File: config.mk
export PLATFORM = sky130hd
export DESIGN_NAME = cmp_eqge_serial
export DESIGN_NICKNAME = d
export VERILOG_FILES = /design/src/rtl/cmp_eqge_serial.sv
export SDC_FILE = /design/constraint.sdc
export NUM_CORES = 1
export LEC_CHECK = 0
export CORE_MARGIN = 5
export CORE_UTILIZATION = 25
export DETAILED_ROUTE_END_ITERATION = 8
export PLACE_DENSITY = 0.43
export SLEW_MARGIN = 30
export SYNTH_ARGS = -nofsm -noshare
export SYNTH_HDL_FRONTEND = slang
export SYNTH_SLANG_ARGS = --single-unit
File: constraint.sdc
create_clock -name CLK -period 2.3 [get_ports CLK]
set_input_delay 0.575 -clock CLK [delete_from_list [all_inputs] [get_ports CLK]]
set_output_delay 0.575 -clock CLK [all_outputs]
set_load 0.05 [all_outputs]
File: src/rtl/cmp_eqge_serial.sv
// -----------------------------------------------------------------------------
// cmp_eqge_serial
//
// Digit-serial unsigned comparator. An operand pair is accepted over a
// valid/ready handshake, then scanned one digit per cycle starting at the most
// significant digit. The scan stops at the first differing digit (or after
// digit 0) and reports A == B, A >= B and how many digits were examined.
//
// Parameters
//   width    operand width in bits
//   digit    bits compared per cycle; width must be a multiple of digit
//
// Ports
//   CLK       clock, rising edge
//   RST       synchronous active-high reset
//   InValid   operand pair valid
//   InReady   block can accept an operand pair (state decode only)
//   A, B      unsigned operands, sampled only on the accept edge
//   OutValid  result valid (state decode of a register)
//   OutReady  consumer accepts result
//   EQ        A == B
//   GE        A >= B
//   Steps     digits examined, 1..N
// -----------------------------------------------------------------------------
module cmp_eqge_serial #(
  parameter  int width = 8,
  parameter  int digit = 1,
  localparam int N     = width / digit,
  localparam int SW    = $clog2(N + 1)
) (
  input  logic              CLK,
  input  logic              RST,
  input  logic              InValid,
  output logic              InReady,
  input  logic [width-1:0]  A,
  input  logic [width-1:0]  B,
  output logic              OutValid,
  input  logic              OutReady,
  output logic              EQ,
  output logic              GE,
  output logic [SW-1:0]     Steps
);

  // Digit index width; a single-digit configuration still needs one bit.
  localparam int IW = (N > 1) ? $clog2(N) : 1;

  generate
    if (digit < 1 || (width % digit) != 0) begin : g_bad_cfg
      $error("cmp_eqge_serial: width must be a positive multiple of digit");
    end
  endgenerate

  typedef enum logic [1:0] {
    IDLE = 2'd0,
    SCAN = 2'd1,
    DONE = 2'd2
  } state_t;

  state_t              state;
  state_t              state_nxt;

  logic [width-1:0]    a_q;
  logic [width-1:0]    b_q;
  logic [IW-1:0]       idx;

  logic [digit-1:0]    dig_a;
  logic [digit-1:0]    dig_b;
  logic                dig_ne;
  logic                dig_gt;
  logic                last_dig;
  logic                accept;

  // ---------------------------------------------------------------------------
  // Helper functions
  // ---------------------------------------------------------------------------

  // Extract digit number i of a word. Shifting and truncating keeps the
  // variable select simple and free of out-of-range part-select forms.
  function automatic logic [digit-1:0] digit_of(input logic [width-1:0] word,
                                                input logic [IW-1:0]    i);
    logic [width-1:0] sh;
    sh       = word >> (i * digit);
    digit_of = sh[digit-1:0];
  endfunction

  // Unsigned compare of one digit pair: {differ, a_greater}.
  function automatic logic [1:0] digit_cmp(input logic [digit-1:0] da,
                                           input logic [digit-1:0] db);
    digit_cmp = {(da != db), (da > db)};
  endfunction

  // ---------------------------------------------------------------------------
  // Current-digit compare (combinational, from latched operands)
  // ---------------------------------------------------------------------------
  always_comb begin
    dig_a             = digit_of(a_q, idx);
    dig_b             = digit_of(b_q, idx);
    {dig_ne, dig_gt}  = digit_cmp(dig_a, dig_b);
    last_dig          = (idx == '0);
  end

  assign accept = (state == IDLE) && InValid;

  // ---------------------------------------------------------------------------
  // FSM: state register
  // ---------------------------------------------------------------------------
  always_ff @(posedge CLK) begin
    if (RST) begin
      state <= IDLE;
    end else begin
      state <= state_nxt;
    end
  end

  // ---------------------------------------------------------------------------
  // FSM: next-state logic
  // ---------------------------------------------------------------------------
  always_comb begin
    state_nxt = state;
    case (state)
      IDLE: begin
        if (InValid) begin
          state_nxt = SCAN;
        end
      end
      SCAN: begin
        // Early exit on the first differing digit, otherwise stop after digit 0.
        if (dig_ne || last_dig) begin
          state_nxt = DONE;
        end
      end
      DONE: begin
        // Handoff returns to IDLE; a new accept can only follow next cycle.
        if (OutReady) begin
          state_nxt = IDLE;
        end
      end
      default: state_nxt = IDLE;
    endcase
  end

  // ---------------------------------------------------------------------------
  // FSM: output decode (state register only, no input paths)
  // ---------------------------------------------------------------------------
  always_comb begin
    InReady  = 1'b0;
    OutValid = 1'b0;
    case (state)
      IDLE:    InReady  = 1'b1;
      DONE:    OutValid = 1'b1;
      default: ;
    endcase
  end

  // ---------------------------------------------------------------------------
  // Operand capture: data only, no reset needed
  // ---------------------------------------------------------------------------
  always_ff @(posedge CLK) begin
    if (accept) begin
      a_q <= A;
      b_q <= B;
    end
  end

  // ---------------------------------------------------------------------------
  // Scan control and result registers
  // ---------------------------------------------------------------------------
  always_ff @(posedge CLK) begin
    if (RST) begin
      idx   <= '0;
      Steps <= '0;
      EQ    <= 1'b0;
      GE    <= 1'b0;
    end else begin
      case (state)
        IDLE: begin
          if (InValid) begin
            idx   <= IW'(N - 1);
            Steps <= '0;
          end
        end
        SCAN: begin
          Steps <= Steps + 1'b1;
          if (dig_ne) begin
            EQ <= 1'b0;
            GE <= dig_gt;
          end else if (last_dig) begin
            EQ <= 1'b1;
            GE <= 1'b1;
          end else begin
            idx <= idx - 1'b1;
          end
        end
        default: ;  // DONE holds the result stable under back-pressure
      endcase
    end
  end

endmodule

==> metrics <==
crit-path max FO 4; Yosys warning count 0; count leader, synth edfxtp_1; Worst R2R Path Depth 7; PostCTS Resize Cnt 0; post-route cell area 1590 um^2; Reg-to-Reg Start idx[1]; fin crit share between 90% and 100%; final setup fails 0; fill count between 400 and 500; final wirelength roughly 2200 um; GPL Wtd Cong 0.680; number of enable flip-flop cells after synthesis 16; global-route wire length before repair between 3000 and 4000 um; Primary FF master, synth edfxtp_1; share of layout cells above drive strength 1 17.2%; Critical Path RT 1.73 ns; clock root cell clkbuf_8; Area Overhead vs Synth 31.6%; CTS Sinks 27; Fin. Hold Viols 0; placed cell area 1540 um^2; area taken by multi-input logic gates 454 um^2; Worst Setup Start Kind register; vias in the first global route 834; critical path arrival around 1.5 ns; R2R Setup Slk around 0.27 ns; status finished clean; CTS Buf Count 3; Sequential Area approximately 700 um^2; Worst Clk Skew roughly 0.0054 ns; Max IR drop VDD 0.229 mV; distinct cell type count after synthesis 32; most common library cells after synthesis edfxtp_1 (16), dfxtp_1 (11), nand2_1 (5); DRC 0; Ports 28; Max-Cap Viols 0; hold slack 0.514 ns; CP bufs+invs 1; Antenna diodes 0; post-CTS setup buffer count 0; Top delay family on crit path buffers and inverters; critical path's slowest cell clkdlybuf4s50_1; setup tns final 0 ns; largest net degree at the start of global routing 22; CP max stage delay 0.83 ns; HP Class reg2reg; hpwl dp 1650 um; crit path kind reg2out; vias roughly 770; Rows 25; hold path depth 2; starting density of the core 25.6%; RSZ-0062 raised after global routing no; global route total overflow 0; 1st-pass router iterations 4; initial detailed-routing violation count 33; ranking of synthesized cells by area edfxtp_1 (40%), dfxtp_1 (18%), mux4_2 (7.5%), ha_1 (4.1%), buf_6 (2.8%); Yosys top cell by area edfxtp_1; WHS Endpoint Steps[3]; Clock transition at path regs 0.09 ns; Synth top area share 39.8%; Worst R2R End GE; Worst-Margin Slew 0.497 ns; power per cell area 810 nW/um^2; CTS Buffer Depth 2; Clock Latency Late Sink about 0.27 ns; async set-reset flop share out of synthesis 0%; Core Area 4720 um^2; Post-Syn Instances 88; # port buffers 27; slew margin rel. 66.8%; register area share after synthesis between 50% and 60%; critical path cell sequence clkdlybuf4s50_1; DIE AREA approximately 6300 um^2; H-tree Lvls 1; synthesis-stage register bit count 27; Leakage ~0.00056 uW; GRT Util Overall 7.74%; vias per cell 4.19; Net Count, Synth 112; # hold bufs at CTS 0; min-delay src Steps[3]; Die H 79.5 um; Slew Limit Fails 0; Max Fclk 0.481 GHz; synthesized area per cell 13.7 um^2; DR WL/cell ~12 um; CTS tree yes; Crit. End Element output port; ANT nets after route 0; Final Critical Period 2.08 ns; Worst Setup SP Steps[0]; initial antenna violation count 0; die width 79.5 um; Final nets 141; post-synthesis instance area 1210 um^2
cell usage in the layout, fill, tap and decap left out, types with 3 or more instances in the layout:
cell type,netlist,routed
a211oi_1,3,3
a21oi_1,4,4
buf_4,0,3
clkbuf_8,0,3
clkdlybuf4s50_1,0,25
dfxtp_1,11,10
edfxtp_1,16,16
ha_1,4,4
inv_1,3,3
mux4_2,4,4
nand2_1,5,5
nor2_1,4,4
nor3_1,3,3
metrics by stage:
| stage | cells | power (uW) | utilization (%) | setup WS [ns] |
|---|---|---|---|---|
| after floorplan | 88 | 912 | - | 0.267 |
| after global placement | 179 | 1030 | 32.7 | 0.189 |
| after detailed placement | 179 | 1040 | 32.7 | 0.145 |
| after CTS | 183 | 1310 | 33.6 | 0.124 |
| after global routing | 183 | 1370 | 33.7 | 0.111 |
| final | 183 | 1290 | 33.7 | 0.222 |
state kept, by name, indices dropped and copies added, names as in the netlist:
name,cells
EQ,1
b_q,8
idx,3
a_q,8
Steps,4
GE,1
state,2
worst min-delay path: stages, from the launching register on:
cell and delay [ns]:
dfxtp_1 0.34, nand2_1 0.06, a31oi_1 0.07
report_power, final:
part,switching (uW),internal [uW]
combinational,203,188
clock,150,121
sequential,48.6,577
total,402,886
worst max-delay path by stage:
stage | endpoint | slack [ns] | depth (start not counted)
floorplan | GE | 0.27 | 8
global placement | GE | 0.19 | 7
detailed placement | GE | 0.14 | 7
CTS | GE | 0.12 | 7
global route | GE | 0.11 | 7
finish | Steps[0] | 0.22 | 1
kinds of logic (layout without fill, tap and decap cells):
kind of cell               after synthesis  count (layout)  share of synthesized area, %
and+or+nand+nor                         27              27                          14.2
adders and majority gates                4               4                          4.14
xor gates and xnor gates                 1               1                         0.725
AOI/OAI and AO/OA                       14              14                          8.18
DFF                                     27              27                          58.0
buffers and inverters                    8              36                          4.45
muxes                                    7               7                          10.4
metal layers:
layer | vias to the layer above | GRT usage (%) | part of all wire, %
li1 | 388 | - | -
met1 | 353 | 10.5 | 47
met2 | 23 | 11.5 | 46
met3 | 2 | 2.26 | 6.0
met4 | 0 | 3.09 | 1.0
met5 | - | 0 | 0
layout make-up:
cell class	count	area share, %
clock buffers	3	2.60
clock inverters	1	0.315
inverters	3	0.708
multi-input cells	53	28.6
flip-flops and latches	27	44.1
well taps	67	5.27
repair buffers	29	18.4
Note: power is estimated with default switching activity, not from simulation.
